$ cat config.mk
export PLATFORM = sky130hd
export DESIGN_NAME = adam_pause_seq
export DESIGN_NICKNAME = d
export VERILOG_FILES = /design/src/rtl/adam_pause_seq.sv
export SDC_FILE = /design/constraint.sdc
export NUM_CORES = 1
export LEC_CHECK = 0
export CELL_PAD_IN_SITES_DETAIL_PLACEMENT = 1
export CELL_PAD_IN_SITES_GLOBAL_PLACEMENT = 2
export CORE_MARGIN = 10
export CORE_UTILIZATION = 30
export CTS_CLUSTER_DIAMETER = 80
export CTS_CLUSTER_SIZE = 12
export DETAILED_ROUTE_END_ITERATION = 6
export HOLD_SLACK_MARGIN = 0.08
export PLACE_DENSITY_LB_ADDON = 0.25
export SYNTH_ARGS = -nofsm -noshare
export SYNTH_HDL_FRONTEND = slang
export SYNTH_SLANG_ARGS = --single-unit
$ cat constraint.sdc
create_clock -name clk -period 4.4 [get_ports clk]
set_input_delay 1.1 -clock clk [delete_from_list [all_inputs] [get_ports clk]]
set_output_delay 1.1 -clock clk [all_outputs]
set_load 0.01 [all_outputs]
$ cat src/rtl/adam_pause_seq.sv
// adam_pause_seq: ordered pause/resume sequencer for a chain of units.
// Pauses stages in ascending order and resumes them in descending order,
// exposing one upstream pause_req/pause_ack pair. A per-stage watchdog
// latches the first stage that fails to answer within TIMEOUT_CYCLES.
//
// Ports:
//   clk, rst           clock; asynchronous active-high reset
//   pause_req          upstream request to pause all stages
//   pause_ack          all stages paused, in order
//   stage_pause_req    per-unit pause request (always a prefix)
//   stage_pause_ack    per-unit pause acknowledge
//   busy               a pause or resume sequence is in progress
//   timeout            sticky: some stage wait exceeded TIMEOUT_CYCLES
//   timeout_stage      index of the first stage that timed out
module adam_pause_seq #(
    parameter int unsigned NO_STAGES      = 2,
    parameter int unsigned TIMEOUT_CYCLES = 0,
    parameter int unsigned IDX_WIDTH      = $clog2((NO_STAGES > 2) ? NO_STAGES : 2)
) (
    input  logic                 clk,
    input  logic                 rst,
    input  logic                 pause_req,
    output logic                 pause_ack,
    output logic                 stage_pause_req [NO_STAGES],
    input  logic                 stage_pause_ack [NO_STAGES],
    output logic                 busy,
    output logic                 timeout,
    output logic [IDX_WIDTH-1:0] timeout_stage
);

    localparam int unsigned CNT_W = 16;
    localparam logic [IDX_WIDTH-1:0] LAST_IDX = IDX_WIDTH'(NO_STAGES - 1);
    localparam logic [IDX_WIDTH-1:0] ZERO_IDX = '0;
    localparam logic [IDX_WIDTH-1:0] ONE_IDX  = IDX_WIDTH'(1);
    localparam logic [CNT_W-1:0]     CNT_MAX  = '1;
    localparam logic [CNT_W-1:0]     TO_LIMIT =
        CNT_W'((TIMEOUT_CYCLES > 0) ? (TIMEOUT_CYCLES - 1) : 0);
    localparam logic                 WDOG_EN  = (TIMEOUT_CYCLES > 0);

    typedef enum logic [1:0] {
        ST_RUNNING,
        ST_PAUSING,
        ST_PAUSED,
        ST_RESUMING
    } state_e;

    state_e                 state_q, state_d;
    logic [IDX_WIDTH-1:0]   idx_q, idx_d;
    logic [NO_STAGES-1:0]   req_q, req_d;
    logic                   pause_ack_q, pause_ack_d;
    logic                   busy_q, busy_d;
    logic [CNT_W-1:0]       wait_cnt_q, wait_cnt_d;
    logic                   timeout_q, timeout_d;
    logic [IDX_WIDTH-1:0]   timeout_stage_q, timeout_stage_d;

    logic                   cur_ack;
    logic                   waiting;

    // Return v with bit k replaced by b (loop avoids out-of-range selects).
    function automatic logic [NO_STAGES-1:0] with_bit(
        input logic [NO_STAGES-1:0] v,
        input logic [IDX_WIDTH-1:0] k,
        input logic                 b
    );
        logic [NO_STAGES-1:0] r;
        r = v;
        for (int unsigned i = 0; i < NO_STAGES; i++) begin
            if (k == IDX_WIDTH'(i)) begin
                r[i] = b;
            end
        end
        return r;
    endfunction

    // Acknowledge of the stage currently being awaited.
    always_comb begin
        cur_ack = 1'b0;
        for (int unsigned i = 0; i < NO_STAGES; i++) begin
            if (idx_q == IDX_WIDTH'(i)) begin
                cur_ack = stage_pause_ack[i];
            end
        end
    end

    // State register and datapath flops.
    always_ff @(posedge clk or posedge rst) begin
        if (rst) begin
            state_q         <= ST_RUNNING;
            idx_q           <= '0;
            req_q           <= '0;
            pause_ack_q     <= 1'b0;
            busy_q          <= 1'b0;
            wait_cnt_q      <= '0;
            timeout_q       <= 1'b0;
            timeout_stage_q <= '0;
        end else begin
            state_q         <= state_d;
            idx_q           <= idx_d;
            req_q           <= req_d;
            pause_ack_q     <= pause_ack_d;
            busy_q          <= busy_d;
            wait_cnt_q      <= wait_cnt_d;
            timeout_q       <= timeout_d;
            timeout_stage_q <= timeout_stage_d;
        end
    end

    // Next-state, request prefix, watchdog.
    always_comb begin
        state_d         = state_q;
        idx_d           = idx_q;
        req_d           = req_q;
        pause_ack_d     = pause_ack_q;
        wait_cnt_d      = '0;
        timeout_d       = timeout_q;
        timeout_stage_d = timeout_stage_q;
        waiting         = 1'b0;

        unique case (state_q)
            ST_RUNNING: begin
                req_d       = '0;
                pause_ack_d = 1'b0;
                if (pause_req) begin
                    state_d = ST_PAUSING;
                    idx_d   = ZERO_IDX;
                    req_d   = with_bit('0, ZERO_IDX, 1'b1);
                end
            end

            ST_PAUSING: begin
                // Abort takes priority over a simultaneous ack.
                if (!pause_req) begin
                    state_d = ST_RESUMING;
                    req_d   = with_bit(req_q, idx_q, 1'b0);
                end else if (cur_ack) begin
                    if (idx_q == LAST_IDX) begin
                        state_d     = ST_PAUSED;
                        pause_ack_d = 1'b1;
                    end else begin
                        idx_d = idx_q + ONE_IDX;
                        req_d = with_bit(req_q, idx_q + ONE_IDX, 1'b1);
                    end
                end else begin
                    waiting = 1'b1;
                end
            end

            ST_PAUSED: begin
                pause_ack_d = 1'b1;
                if (!pause_req) begin
                    state_d     = ST_RESUMING;
                    idx_d       = LAST_IDX;
                    req_d       = with_bit(req_q, LAST_IDX, 1'b0);
                    pause_ack_d = 1'b0;
                end
            end

            ST_RESUMING: begin
                if (pause_req) begin
                    state_d = ST_PAUSING;
                    req_d   = with_bit(req_q, idx_q, 1'b1);
                end else if (!cur_ack) begin
                    if (idx_q == ZERO_IDX) begin
                        state_d = ST_RUNNING;
                    end else begin
                        idx_d = idx_q - ONE_IDX;
                        req_d = with_bit(req_q, idx_q - ONE_IDX, 1'b0);
                    end
                end else begin
                    waiting = 1'b1;
                end
            end

            default: begin
                state_d = ST_RUNNING;
                req_d   = '0;
            end
        endcase

        // Counter only runs while stalled on the same stage and direction;
        // any transition leaves it at the cleared default.
        if (waiting) begin
            wait_cnt_d = (wait_cnt_q == CNT_MAX) ? CNT_MAX : (wait_cnt_q + CNT_W'(1));
            if (WDOG_EN && (wait_cnt_q == TO_LIMIT)) begin
                timeout_d = 1'b1;
                if (!timeout_q) begin
                    timeout_stage_d = idx_q;
                end
            end
        end

        busy_d = (state_d == ST_PAUSING) || (state_d == ST_RESUMING);
    end

    // Unpack the request register onto the per-unit port.
    always_comb begin
        for (int unsigned i = 0; i < NO_STAGES; i++) begin
            stage_pause_req[i] = req_q[i];
        end
    end

    assign pause_ack     = pause_ack_q;
    assign busy          = busy_q;
    assign timeout       = timeout_q;
    assign timeout_stage = timeout_stage_q;

    // Requests must always form a contiguous prefix from stage 0.
    for (genvar g = 1; g < NO_STAGES; g++) begin : g_prefix_chk
        a_prefix : assert property (@(posedge clk) disable iff (rst)
            req_q[g] |-> req_q[g-1]);
    end

endmodule
# Word-level counts from Yosys, hierarchy flattened
# Cells that the tools add are included.
[totals] input_bits=5 register_bits=7 output_inout_bits=6
[classes] n_eq_ne=25 mux=40 bitwise_logic=1 n_reduce_logical=7 n_addsub=2
[ops] op="3-bit != test (second input constant)" n=11
[ops] op="2-bit 2-to-1 mux" n=15
[ops] op="1-bit 2-to-1 mux" n=21
[ops] op="2-bit != test (second input constant)" n=8
[ops] op="2-bit one-hot mux with 4 select lines" n=2
[ops] op="9-bit AND reduction" n=1
[ops] op="8-bit AND reduction" n=1
[ops] op="2-bit equality test (second input constant)" n=3
[ops] op="6-bit AND reduction" n=1
[ops] op="2-bit by 1-bit equality test with 1-bit output (second input constant)" n=2
[ops] op="4-bit != test (second input constant)" n=1
[ops] op="1-bit one-hot mux with 4 select lines" n=1
[ops] op="4-bit AND reduction" n=1
[ops] op="1-bit one-hot mux with 3 select lines" n=1
[ops] op="3-bit nonzero test" n=1
[ops] op="2-bit logical NOT" n=1
[ops] op="1-bit adder (second input constant)" n=1
[ops] op="1-bit logical OR" n=1
[ops] op="1-bit NOT" n=1
[ops] op="1-bit subtractor (second input constant)" n=1

# Logic depth before layout (Yosys ltp)
[logic_depth] ltp_word=6 mapped_depth=7 mapped_depth_nobuf=6

# Worst setup path after synthesis
# No wires, ideal clock.
[synth_path] kind="input-to-reg" start="in stage_pause_ack[1] (netlist name)" end="reg idx_q" n_path_buf=0 required_ns=4.275 path_slack_ns=2.368 path_stages=4 t_arrival_ns=1.907 setup_time_ns=0.125 cell_sequence="mux2_4 > o21ai_1 > o2111ai_1 > mux2_4"
[synth_between] elab_chain_len=3
[synth_lines] item="start, declared" line_no="25" text="input logic stage_pause_ack [NO_STAGES],"
[synth_lines] item="1-bit 2-to-1 mux (*)" line_no="79" text="if (idx_q == IDX_WIDTH'(i)) begin"
[synth_lines] item="2-bit != test (no source line)"
[synth_lines] item="6-bit AND reduction (no source line) (*)"
[synth_lines] item="end signal, assigned" line_no="98" text="idx_q <= idx_d;"
[synth_lines] item="end, declared" line_no="48" text="logic [IDX_WIDTH-1:0] idx_q, idx_d;"
# Every way passes the cells marked *; elsewhere a longest branch is shown, timed or not.
# A chain may end at the register's enable or synchronous reset.

# Worst setup path in the final report
[layout_path] start="in pause_req" end="reg req_q[0]"
[layout_between] elab_chain_len=2
[layout_lines] item="start, declared" line_no="22" text="input logic pause_req,"
[layout_lines] item="3-bit != test (no source line), or another cell as far along"
[layout_lines] item="9-bit AND reduction (no source line) or 2-bit one-hot mux with 4 select lines (tied branches)"
[layout_lines] item="end signal, assigned" line_no="99" text="req_q <= req_d;"
[layout_lines] item="end, declared" line_no="49" text="logic [NO_STAGES-1:0] req_q, req_d;"
# Parallel ways exist; a longest one is shown, timed or not.

==> results.toml <==
[drt]
vias = 478
first_pass_iters = 3
drcViolationCount = 0
via_per_inst = 4.93
ant_nets = 0
first_iter_violations = 3
avgRoutedWirePerCell_um = 14.8
wl_um = 1440

[finish]
area_growth_pct = 15.5
diodes = 0
final_cells = 97
drive_gt1_share_pct = 6.94
layout.nets = 84

[placed_design]
gp_congestion = 0.751
io_buffers = 8
hpwl_um = 1080
dp.cells = 94

[synth]
synthArstFlopShare_pct = 100
synth_adder_area_share_pct = 11.2
synthSimpleGateAreaFrac_pct = 13.9
synth_common_cells = "a21oi_1, dfrtp_1, inv_1, nand2_1"
syn-cell-area_um2 = 557
muxShareOfSynthArea_pct = 9.44
synth-edff-count = 0
synth-xor-area-share_pct = 0
yosysSeqAreaShare_pct = 27.0
ys_warn_count = 0
syn_area_per_cell_um2 = 8.44
synth_area_leaders = "dfrtp_1, ha_1, a21oi_1, mux2_4, inv_1"
synth_area_leader_cell = "dfrtp_1"
synthCells = 66
synth-compound-area-share_pct = 24.5
synth_top_cell_area_share_pct = 27.0
ys_types = 26
ys_ff_latch = 6
ys.flop_type = "dfrtp_1"
synth_top_family_by_area = "compound AO/OA/AOI/OAI gates"

[power]
power.density_nw_per_um2 = 691
intPower_uw = 245
static-leakage-power_uw = 0.000284
ir_worst_vdd_mv = 0.279
power_frac_seq_pct = 25.2
p_sw_uw = 199
p_comb_share_pct = 62.8
swShare_pct = 44.8
clkPwrFrac_pct = 12.0

[critical_path]
worstPathArrival_ns = 2.67
path_cells = "clkdlybuf4s50_1, nand2b_1, o21ai_1, o32ai_1, a22o_1"
slowest_stage = "clkdlybuf4s50_1"
cp_max_fo = 14
end_kind = "flop"
cpLargestDelayFamily = "buffers and inverters"
critPathKind = "input port to flop"
worstPathRequired_ns = 4.59
crit_path_start_kind = "input port"
cpPeakStageDelay_ns = 0.77
cp_num_buf_inv = 1

[floorplanning]
die-width_um = 63.1
core_um2 = 1750
dieArea_um2 = 3980
rows = 15
start_util_pct = 31.9
io_pins = 11
die_height_um = 63.1

[sta]
setup_violations = 0
post-route-min-period_ns = 2.48
rsz0062_at_grt = "no"
hold_violations = 0
fmax_ghz = 0.404
post-route-period-util_pct = 56.3
setup_tns_ns = 0
final_max_slew_viol_count = 0
finClkSkew_ns = 0.0121

[clocking]
postCtsSetupBuffers = 0
h-tree-depth = 1
root_buffer = "clkbuf_4"
post_cts_resized = 0
clock_path_buffers = 2
cts_buffers = 3
path_clk_slew_ns = 0.05
clock-sinks = 6
cts_tree = "done"
cts_hold_buf = 0
clk_latency_ns = 0.26

[hold_path]
min_path_type = "flop to flop"

[global_routing]
antenna_found_initial = 0
grt.total_usage_pct = 7.68
grt_pass1_wl_um = 2490
grt-ovfl-total = 0
grt_pass1_vias = 511
grt_max_degree = 15

[status]
status = "finished, final reports clean"

[job]
maxCapViolations = 0
## final timing paths
kind / slack [ns] / startpoint / endpoint / depth (start not counted)
setup / recovery: 1.92 / pause_req / req_q[0]$_DFFE_PP0P_ / 5
hold / removal: 0.49 / pause_ack$_DFFE_PP0P_ / pause_ack$_DFFE_PP0P_ / 1
setup reg to reg: 2.55 / state_q[1]$_DFF_PP0_ / idx_q$_DFFE_PP0P_ / 5
hold reg to reg: 0.49 / pause_ack$_DFFE_PP0P_ / pause_ack$_DFFE_PP0P_ / 1
max in group asynchronous: 3.13 / rst / busy$_DFF_PP0_ / 2
min in group asynchronous: 1.06 / rst / req_q[1]$_DFFE_PP0P_ / 2
## stage by stage
stage          setup slack (ns)  util, %  total power, µW  hold WS (ns)  instance area, µm²
2_1_floorplan              2.37        -              335         0.529                 561
3_3_place_gp               1.71     35.6              394         0.479                 621
3_5_place_dp               1.68     35.6              392         0.493                 621
4_1_cts                    1.93     36.8              449         0.506                 643
5_1_grt                    1.83     36.8              493         0.531                 643
6_report                   1.92     36.8              445         0.492                 643
## registers in the layout, indices dropped and copies added (netlist names)
| name | cells |
|---|---|
| state_q | 1 |
| req_q | 2 |
| pause_ack | 1 |
| busy | 1 |
| idx_q | 1 |
## layout make-up
type,count,area [µm²]
Clock buffer,3,22.5
Fill cell,218,1100
Inverter,6,22.5
Multi-Input combinational cell,49,337
Sequential cell,6,150
Tap cell,25,31.3
Timing Repair Buffer,8,80.1
## power by group through the flow
| stage | clock [µW] | combinational (µW) | sequential (µW) |
|---|---|---|---|
| CTS | 54.3 | 282 | 113 |
| global placement | 0 | 280 | 113 |
| global route | 57.7 | 317 | 118 |
| finish | 53.4 | 279 | 112 |
| detailed placement | 0 | 279 | 113 |
| floorplan | 0 | 232 | 103 |
## metal layers
| layer | GRT usage [%] | wire, µm | up-vias | share of wire (%) |
|---|---|---|---|---|
| met5 | 0 | 0 | - | 0 |
| li1 | - | - | 238 | - |
| met1 | 9.58 | 691 | 224 | 48 |
| met4 | 2.79 | 17 | 0 | 1.2 |
| met3 | 4.42 | 77 | 5 | 5.4 |
| met2 | 10.5 | 652 | 11 | 45 |
## layout by cell type, fill, tap and decap left out
cell type and n:
dfrtp_1 6, nor2_1 5, clkdlybuf4s50_1 8, a21oi_1 6, conb_1 2, ha_1 5
o32ai_1 1, o22ai_1 3, mux2_4 2, a211o_1 1, a22o_1 1, o21ai_1 4
o2111ai_1 1, a21boi_0 1, nand2_1 6, nand2b_1 3, clkbuf_4 3, a221oi_1 1
inv_1 6, o21bai_1 1, nor2b_1 2, mux2_1 2, o221ai_1 1, nor3_1 1
## cell families after synthesis
logic type                 Yosys count
AOI/OAI and AO/OA                   21
and+or+nand+nor                     17
buffers and inverters               12
DFF                                  6
adders and majority gates            5
muxes                                4
other                                1
(Power assumes the default switching activity.)
